## config.mk

```make
export PLATFORM = sky130hd
export DESIGN_NAME = predictor_table_ctrl_flat
export DESIGN_NICKNAME = d
export VERILOG_FILES = /design/src/rtl/predictor_table_ctrl_if.sv /design/src/rtl/predictor_table_ctrl.sv /design/src/flat_wrapper.sv
export SDC_FILE = /design/constraint.sdc
export NUM_CORES = 1
export LEC_CHECK = 0
export BUFFER_PORTS_ARGS = -buffer_cell sky130_fd_sc_hd__buf_2
export CORE_ASPECT_RATIO = 0.75
export CORE_MARGIN = 10
export CORE_UTILIZATION = 46
export CTS_CLUSTER_DIAMETER = 30
export DETAILED_ROUTE_END_ITERATION = 8
export HOLD_SLACK_MARGIN = 0.1
export PLACE_DENSITY_LB_ADDON = 0.12
export SYNTH_ARGS = -nofsm -noshare
export SYNTH_HDL_FRONTEND = slang
export SYNTH_SLANG_ARGS = --single-unit
```

## constraint.sdc

```tcl
create_clock -name clk_in -period 3.15 [get_ports clk_in]
set_clock_uncertainty 0.15 [all_clocks]
set_input_delay 0.7875 -clock clk_in [delete_from_list [all_inputs] [get_ports clk_in]]
set_output_delay 0.7875 -clock clk_in [all_outputs]
set_load 0.01 [all_outputs]
```

## src/rtl/predictor_table_ctrl_if.sv

```systemverilog
// Port bundle between the predictor controller and its 1R1W branch-history RAM.
// Read data returns the cycle after tbl_rd_en; a same-cycle write is not visible to that read.
interface predictor_table_ctrl_if #(
    parameter int IDX_W = 9
);
    logic             tbl_rd_en;
    logic [IDX_W-1:0] tbl_rd_idx;
    logic [1:0]       tbl_rd_data;
    logic             tbl_wr_en;
    logic [IDX_W-1:0] tbl_wr_idx;
    logic [1:0]       tbl_wr_data;

    modport master (
        output tbl_rd_en, tbl_rd_idx, tbl_wr_en, tbl_wr_idx, tbl_wr_data,
        input  tbl_rd_data
    );

    modport slave (
        input  tbl_rd_en, tbl_rd_idx, tbl_wr_en, tbl_wr_idx, tbl_wr_data,
        output tbl_rd_data
    );
endinterface

```

## src/rtl/predictor_table_ctrl.sv

```systemverilog
// Branch-history table sequencer: init sweep, lookup/update read arbitration, saturating RMW with forwarding.
// Lookup answers 1 cycle after acceptance; busy when FIFO full or stalled, ROB held off while full or initialising.
module predictor_table_ctrl #(
    parameter int         PREDICTOR_SIZE = 512,
    parameter int         IDX_W          = 9,
    parameter int         UPD_DEPTH      = 4,
    parameter logic [1:0] INIT_VAL       = 2'b01
) (
    input  logic                   clk_in,
    input  logic                   rst_in,
    input  logic                   rdy_in,
    input  logic                   lookup_valid_from_fetcher,
    input  logic [31:0]            pc_from_fetcher,
    output logic                   busy_to_fetcher,
    output logic                   predict_valid_to_fetcher,
    output logic                   jump_predict_flag_to_fetcher,
    input  logic                   enable_from_reorderbuffer,
    input  logic [31:0]            inst_addr_from_reorderbuffer,
    input  logic                   jump_result_from_reorderbuffer,
    output logic                   full_to_reorderbuffer,
    predictor_table_ctrl_if.master tbl,
    output logic                   init_done
);
    localparam int PTR_W = (UPD_DEPTH > 1) ? $clog2(UPD_DEPTH) : 1;
    localparam int CNT_W = $clog2(UPD_DEPTH + 1);

    typedef enum logic {ST_INIT, ST_RUN} state_t;
    typedef struct packed {
        logic [IDX_W-1:0] idx;
        logic             taken;
    } upd_t;

    state_t           state_q, state_d;
    logic [IDX_W-1:0] init_cnt_q, init_cnt_d;
    logic             init_done_q, init_done_d;
    upd_t             fifo_q [UPD_DEPTH];
    upd_t             fifo_d [UPD_DEPTH];
    logic [PTR_W-1:0] wr_ptr_q, wr_ptr_d, rd_ptr_q, rd_ptr_d;
    logic [CNT_W-1:0] count_q, count_d;
    logic             upd_pend_q, upd_pend_d;
    upd_t             upd_q, upd_d;
    logic             pv_q, pv_d;
    logic             fwd_hit_q, fwd_hit_d;
    logic [1:0]       fwd_val_q, fwd_val_d;

    logic             fifo_full, push, pop, rd_en, wr_en;
    logic [IDX_W-1:0] rd_idx, wr_idx;
    logic [1:0]       wr_data, fwd_data, upd_new;
    upd_t             head;
    logic             unused_addr_bits;

    assign unused_addr_bits = ^{pc_from_fetcher[31:IDX_W], inst_addr_from_reorderbuffer[31:IDX_W]};

    assign fifo_full = (count_q == CNT_W'(UPD_DEPTH));
    assign head      = fifo_q[rd_ptr_q];
    // The RAM returns the pre-write value when read and write collide, so patch it here.
    assign fwd_data  = fwd_hit_q ? fwd_val_q : tbl.tbl_rd_data;

    always_comb begin
        upd_new = fwd_data;
        if (upd_q.taken && fwd_data != 2'b11) begin
            upd_new = fwd_data + 2'b01;
        end else if (!upd_q.taken && fwd_data != 2'b00) begin
            upd_new = fwd_data - 2'b01;
        end
    end

    always_comb begin
        state_d     = state_q;
        init_cnt_d  = init_cnt_q;
        init_done_d = init_done_q;
        fifo_d      = fifo_q;
        wr_ptr_d    = wr_ptr_q;
        rd_ptr_d    = rd_ptr_q;
        upd_pend_d  = 1'b0;
        upd_d       = upd_q;
        pv_d        = 1'b0;
        rd_en       = 1'b0;
        rd_idx      = '0;
        wr_en       = 1'b0;
        wr_idx      = '0;
        wr_data     = '0;
        busy_to_fetcher       = 1'b1;
        full_to_reorderbuffer = 1'b1;
        push        = 1'b0;
        pop         = 1'b0;

        if (state_q == ST_INIT) begin
            // rst_in gates the sweep write so nothing reaches the RAM while reset is held.
            if (rdy_in && rst_in) begin
                wr_en      = 1'b1;
                wr_idx     = init_cnt_q;
                wr_data    = INIT_VAL;
                init_cnt_d = init_cnt_q + IDX_W'(1);
                if (init_cnt_q == IDX_W'(PREDICTOR_SIZE - 1)) begin
                    state_d     = ST_RUN;
                    init_done_d = 1'b1;
                end
            end
        end else begin
            full_to_reorderbuffer = fifo_full;
            busy_to_fetcher       = fifo_full || !rdy_in;
            if (upd_pend_q) begin
                wr_en   = 1'b1;
                wr_idx  = upd_q.idx;
                wr_data = upd_new;
            end
            if (rdy_in) begin
                if (fifo_full || (!lookup_valid_from_fetcher && count_q != '0)) begin
                    rd_en      = 1'b1;
                    rd_idx     = head.idx;
                    pop        = 1'b1;
                    upd_pend_d = 1'b1;
                    upd_d      = head;
                end else if (lookup_valid_from_fetcher) begin
                    rd_en  = 1'b1;
                    rd_idx = pc_from_fetcher[IDX_W-1:0];
                    pv_d   = 1'b1;
                end
                push = enable_from_reorderbuffer && !fifo_full;
            end
        end

        if (push) begin
            fifo_d[wr_ptr_q] = '{idx: inst_addr_from_reorderbuffer[IDX_W-1:0],
                                 taken: jump_result_from_reorderbuffer};
            wr_ptr_d = wr_ptr_q + PTR_W'(1);
        end
        if (pop) begin
            rd_ptr_d = rd_ptr_q + PTR_W'(1);
        end
        count_d   = count_q + CNT_W'(push) - CNT_W'(pop);
        fwd_hit_d = rd_en && wr_en && (rd_idx == wr_idx);
        fwd_val_d = wr_data;
    end

    always_ff @(posedge clk_in or negedge rst_in) begin
        if (!rst_in) begin
            state_q     <= ST_INIT;
            init_cnt_q  <= '0;
            init_done_q <= 1'b0;
            for (int i = 0; i < UPD_DEPTH; i++) fifo_q[i] <= '0;
            wr_ptr_q    <= '0;
            rd_ptr_q    <= '0;
            count_q     <= '0;
            upd_pend_q  <= 1'b0;
            upd_q       <= '0;
            pv_q        <= 1'b0;
            fwd_hit_q   <= 1'b0;
            fwd_val_q   <= '0;
        end else begin
            state_q     <= state_d;
            init_cnt_q  <= init_cnt_d;
            init_done_q <= init_done_d;
            fifo_q      <= fifo_d;
            wr_ptr_q    <= wr_ptr_d;
            rd_ptr_q    <= rd_ptr_d;
            count_q     <= count_d;
            upd_pend_q  <= upd_pend_d;
            upd_q       <= upd_d;
            pv_q        <= pv_d;
            fwd_hit_q   <= fwd_hit_d;
            fwd_val_q   <= fwd_val_d;
        end
    end

    assign tbl.tbl_rd_en   = rd_en;
    assign tbl.tbl_rd_idx  = rd_idx;
    assign tbl.tbl_wr_en   = wr_en;
    assign tbl.tbl_wr_idx  = wr_idx;
    assign tbl.tbl_wr_data = wr_data;

    assign predict_valid_to_fetcher     = pv_q;
    assign jump_predict_flag_to_fetcher = pv_q & fwd_data[1];
    assign init_done                    = init_done_q;
endmodule

```

## src/flat_wrapper.sv

```systemverilog
// flat-port wrapper written by rule: the top's interface ports become plain ports
module predictor_table_ctrl_flat 
#(
    parameter int         PREDICTOR_SIZE = 512,
    parameter int         IDX_W          = 9,
    parameter int         UPD_DEPTH      = 4,
    parameter logic [1:0] INIT_VAL       = 2'b01
)
  (clk_in, rst_in, rdy_in, lookup_valid_from_fetcher, pc_from_fetcher, busy_to_fetcher, predict_valid_to_fetcher, jump_predict_flag_to_fetcher, enable_from_reorderbuffer, inst_addr_from_reorderbuffer, jump_result_from_reorderbuffer, full_to_reorderbuffer, init_done, tbl_tbl_rd_en, tbl_tbl_rd_idx, tbl_tbl_wr_en, tbl_tbl_wr_idx, tbl_tbl_wr_data, tbl_tbl_rd_data);
  predictor_table_ctrl_if #(.IDX_W(IDX_W)) tbl_i ();
  input  logic clk_in;
  input  logic rst_in;
  input  logic rdy_in;
  input  logic lookup_valid_from_fetcher;
  input  logic [31:0] pc_from_fetcher;
  output logic busy_to_fetcher;
  output logic predict_valid_to_fetcher;
  output logic jump_predict_flag_to_fetcher;
  input  logic enable_from_reorderbuffer;
  input  logic [31:0] inst_addr_from_reorderbuffer;
  input  logic jump_result_from_reorderbuffer;
  output logic full_to_reorderbuffer;
  output logic init_done;
  output wire logic [$bits(tbl_i.tbl_rd_en)-1:0] tbl_tbl_rd_en;
  output wire logic [$bits(tbl_i.tbl_rd_idx)-1:0] tbl_tbl_rd_idx;
  output wire logic [$bits(tbl_i.tbl_wr_en)-1:0] tbl_tbl_wr_en;
  output wire logic [$bits(tbl_i.tbl_wr_idx)-1:0] tbl_tbl_wr_idx;
  output wire logic [$bits(tbl_i.tbl_wr_data)-1:0] tbl_tbl_wr_data;
  input wire logic [$bits(tbl_i.tbl_rd_data)-1:0] tbl_tbl_rd_data;
  assign tbl_tbl_rd_en = tbl_i.tbl_rd_en;
  assign tbl_tbl_rd_idx = tbl_i.tbl_rd_idx;
  assign tbl_tbl_wr_en = tbl_i.tbl_wr_en;
  assign tbl_tbl_wr_idx = tbl_i.tbl_wr_idx;
  assign tbl_tbl_wr_data = tbl_i.tbl_wr_data;
  assign tbl_i.tbl_rd_data = tbl_tbl_rd_data;
  predictor_table_ctrl #(.PREDICTOR_SIZE(PREDICTOR_SIZE), .IDX_W(IDX_W), .UPD_DEPTH(UPD_DEPTH), .INIT_VAL(INIT_VAL)) u_core (.clk_in(clk_in), .rst_in(rst_in), .rdy_in(rdy_in), .lookup_valid_from_fetcher(lookup_valid_from_fetcher), .pc_from_fetcher(pc_from_fetcher), .busy_to_fetcher(busy_to_fetcher), .predict_valid_to_fetcher(predict_valid_to_fetcher), .jump_predict_flag_to_fetcher(jump_predict_flag_to_fetcher), .enable_from_reorderbuffer(enable_from_reorderbuffer), .inst_addr_from_reorderbuffer(inst_addr_from_reorderbuffer), .jump_result_from_reorderbuffer(jump_result_from_reorderbuffer), .full_to_reorderbuffer(full_to_reorderbuffer), .tbl(tbl_i), .init_done(init_done));
endmodule
```

==> flow_metrics.tcl <==
set metrics [dict create \
    power_density_nw_per_um2 468 \
    syn-num-nets 374 \
    fin_crit_ps 3020 \
    slowest_stage "or3b_1" \
    ys.flop_type "dfrtp_1" \
    num_vias 2416 \
    drtIter0Drc 142 \
    whs_ps 133 \
    clkPwrFrac 0.410 \
    place.gp.congestion 0.796 \
    grt_pass1_wl_mm 12.9 \
    synth.largest_area_cell "dfrtp_1" \
    synthMuxAreaShare 0.203 \
    synth-compound-area-share 0.0716 \
    cts_tree "built" \
    synth_cells 291 \
    pwr-share-seq 0.506 \
    synth_area_um2 3650 \
    post-route-period-util 0.959 \
    hp-class "in2async" \
    maxSlewHeadroom 0.480 \
    synthAdderAreaFrac 0.0397 \
    start_util 0.468 \
    drv_cap 0 \
    endpoint_kind "output port" \
    routedWlPerCell_um 16.6 \
    finalHoldViolations 0 \
    crit_type "reg2out" \
    ys_ff_latch 73 \
    first_pass_iters 6 \
    fmax_mhz 331 \
    ys_seq_area_frac 0.500 \
    row_count 28 \
    io_buffer_count 52 \
    p_leak_uw 0.00228 \
    start_kind "flop" \
    grt_use_total 0.135 \
    power_frac_comb 0.084 \
    drive_gt1_frac 0.391 \
    root_buffer "clkbuf_8" \
    r2r_slack_ps 510 \
    worstPathMaxFanout 7 \
    antenna_found_initial 0 \
    core_area_um2 7810 \
    worstReg2RegEnd "u_core.count_q[2]" \
    drc 0 \
    max-vdd-ir-drop_uv 214 \
    ys_async_sr_fraction 1.00 \
    grt_pass1_vias 2533 \
    cts.path.max_buffers 2 \
    p_total_uw 2010 \
    num_antenna_cells 0 \
    synthTopCellsByArea "dfrtp_1 (50%), mux2_2 (13%), mux4_1 (4.3%)" \
    switchingPower_uw 506 \
    grt_max_degree 63 \
    fin_nets 439 \
    cts_sinks 73 \
    intPower_uw 1510 \
    synthSimpleGateAreaFrac 0.105 \
    grt_overflow_total 0 \
    yosysTopAreaCellShare 0.500 \
    dp_hpwl_mm 5.79 \
    ant_nets 0 \
    critPathMaxStageDelay_ps 540 \
    critPathArrivalTime_ps 2080 \
    clkTransAtPathRegs_ps 80 \
    postCtsSetupBuffers 0 \
    setup_viol 0 \
    yosysWarnings 0 \
    cts_buffers 9 \
    synth_top_family_by_area "multiplexers" \
    cts_max_level 3 \
    r2r-start "u_core.count_q[1]" \
    synthXorXnorAreaFrac 0.0455 \
    crit_chain "or3b_1 -> nand3_1 -> o21ai_0 -> buf_2" \
    cp.required_ps 2210 \
    swShare 0.251 \
    top_level_ports 99 \
    crit_buf_inv 1 \
    cp_top_family "simple AND/OR/NAND/NOR gates" \
    die_y_um 97.2 \
    totalWireLength_mm 7.76 \
    slew_viol_final 0 \
    syn_avg_cell_area_um2 12.6 \
    clk-insertion-delay-late_ps 340 \
    fillers 689 \
    via_per_inst 5.18 \
    area_growth_pct 17.7 \
    synth_top_cells_by_count "dfrtp_1 (73), mux2_2 (42), nand2_1 (37), inv_1 (16), xnor2_1 (16)" \
    synth_edf_count 0 \
    worst_pin_slew_ps 779 \
    status "complete, no violations" \
    grt_setup_unrepaired "yes" \
    reg2regPathDepth 10 \
    die_area_um2 11900 \
    synth_most_common_cell "dfrtp_1" \
    die_width_um 123 \
    synth_cell_types 43 \
]
[timing repair]
| action | CTS | global route |
|---|---|---|
| hold buffers | 0 | 0 |
| resized for setup | 0 | 1 |
| endpoints found under the setup margin | 0 | 3 |
[cell families after synthesis]
logic type | count (synthesis)
fa+ha+maj | 11
mux | 54
xor+xnor | 19
buf+inv | 27
flops | 73
compound gates | 35
simple gates | 72
[power by group through the flow]
| stage | clock, µW | sequential (µW) | combinational [µW] |
|---|---|---|---|
| 2_1_floorplan | 0 | 1020 | 102 |
| 3_3_place_gp | 0 | 1040 | 172 |
| 3_5_place_dp | 0 | 1040 | 174 |
| 4_1_cts | 844 | 1020 | 175 |
| 5_1_grt | 884 | 1020 | 193 |
| 6_report | 825 | 1020 | 170 |
[worst reg2reg max path, stage by stage (launching register included)]
cell and delay [ps]:
dfrtp_1 490, nor3b_4 390, o21ai_1 150, inv_1 200
ha_1 270, inv_1 60, ha_1 130, inv_1 50
fa_1 370, xnor2_1 140, xnor2_1 120
[flip-flops by register name (all words and copies together), names as in the netlist]
register	flops
u_core.count_q	3
u_core.fifo_q	40
u_core.fwd_hit_q	1
u_core.fwd_val_q	2
u_core.init_cnt_q	9
u_core.init_done	1
u_core.predict_valid_to_fetcher	1
u_core.rd_ptr_q	2
u_core.state_q	1
u_core.upd_pend_q	1
u_core.upd_q	10
u_core.wr_ptr_q	2
[placed cells by master, fill, tap and decap left out, types with 2 or more instances in the layout]
cell,count
mux4_2,4
mux2i_1,2
xnor2_1,16
mux4_1,6
xor2_1,3
inv_1,16
o211ai_1,6
a21oi_2,2
mux2_2,42
dfrtp_1,72
nand4_1,6
a22o_1,7
o21ai_1,3
o21ai_0,6
and3_1,4
nand2b_1,2
bufinv_16,2
clkinvlp_4,2
inv_6,2
buf_4,14
and2_1,3
nand3_1,5
o2bb2ai_1,2
ha_1,10
nor4_2,2
nand2_1,37
a21oi_1,2
a21o_1,2
clkbuf_8,9
nand2_2,4
buf_2,51
[final cells by class]
type | count | area, µm² | share of cell area
inverter | 16 | 60.1 | 0.0140
sequential | 73 | 1830 | 0.425
clock buffer | 9 | 124 | 0.0288
timing repair buffer | 65 | 360 | 0.0837
clock inverter | 7 | 101 | 0.0236
multi-input combinational | 191 | 1700 | 0.395
tap | 105 | 131 | 0.0305
[through the flow]
| step | util | TNS (ps) | cell area [µm²] | worst slack (ps) | std cells |
|---|---|---|---|---|---|
| 6_report | 0.551 | 0 | 4300 | 130 | 466 |
| 3_3_place_gp | 0.522 | 0 | 4080 | 161 | 450 |
| 2_1_floorplan | - | 0 | 3650 | 320 | 291 |
| 3_5_place_dp | 0.522 | 0 | 4080 | 146 | 450 |
| 5_1_grt | 0.551 | -44.3 | 4300 | -23.0 | 466 |
| 4_1_cts | 0.551 | 0 | 4300 | 96.1 | 466 |
[worst max path at each step]
stage | cells past startpoint | slack, ps | endpoint | start
after floorplan | 5 | 320 | tbl_tbl_wr_data[1] | tbl_tbl_rd_data[1]
after global placement | 10 | 160 | tbl_tbl_wr_data[0] | tbl_tbl_rd_data[0]
after detailed placement | 7 | 150 | tbl_tbl_wr_data[1] | tbl_tbl_rd_data[1]
after CTS | 4 | 100 | tbl_tbl_rd_idx[1] | u_core.rd_ptr_q[0]
after global routing | 4 | -20 | tbl_tbl_rd_idx[7] | u_core.count_q[1]
final | 4 | 130 | tbl_tbl_rd_idx[1] | u_core.count_q[1]
[routing by layer]
metal,track usage,share of wire,up-vias,routed length [µm]
met4,0.0407,0.0098,0,76
li1,-,-,1173,-
met2,0.209,0.46,35,3600
met5,0,0,-,0
met3,0.0418,0.053,7,409
met1,0.176,0.47,1201,3670
Note: power is estimated with default switching activity, not from simulation.
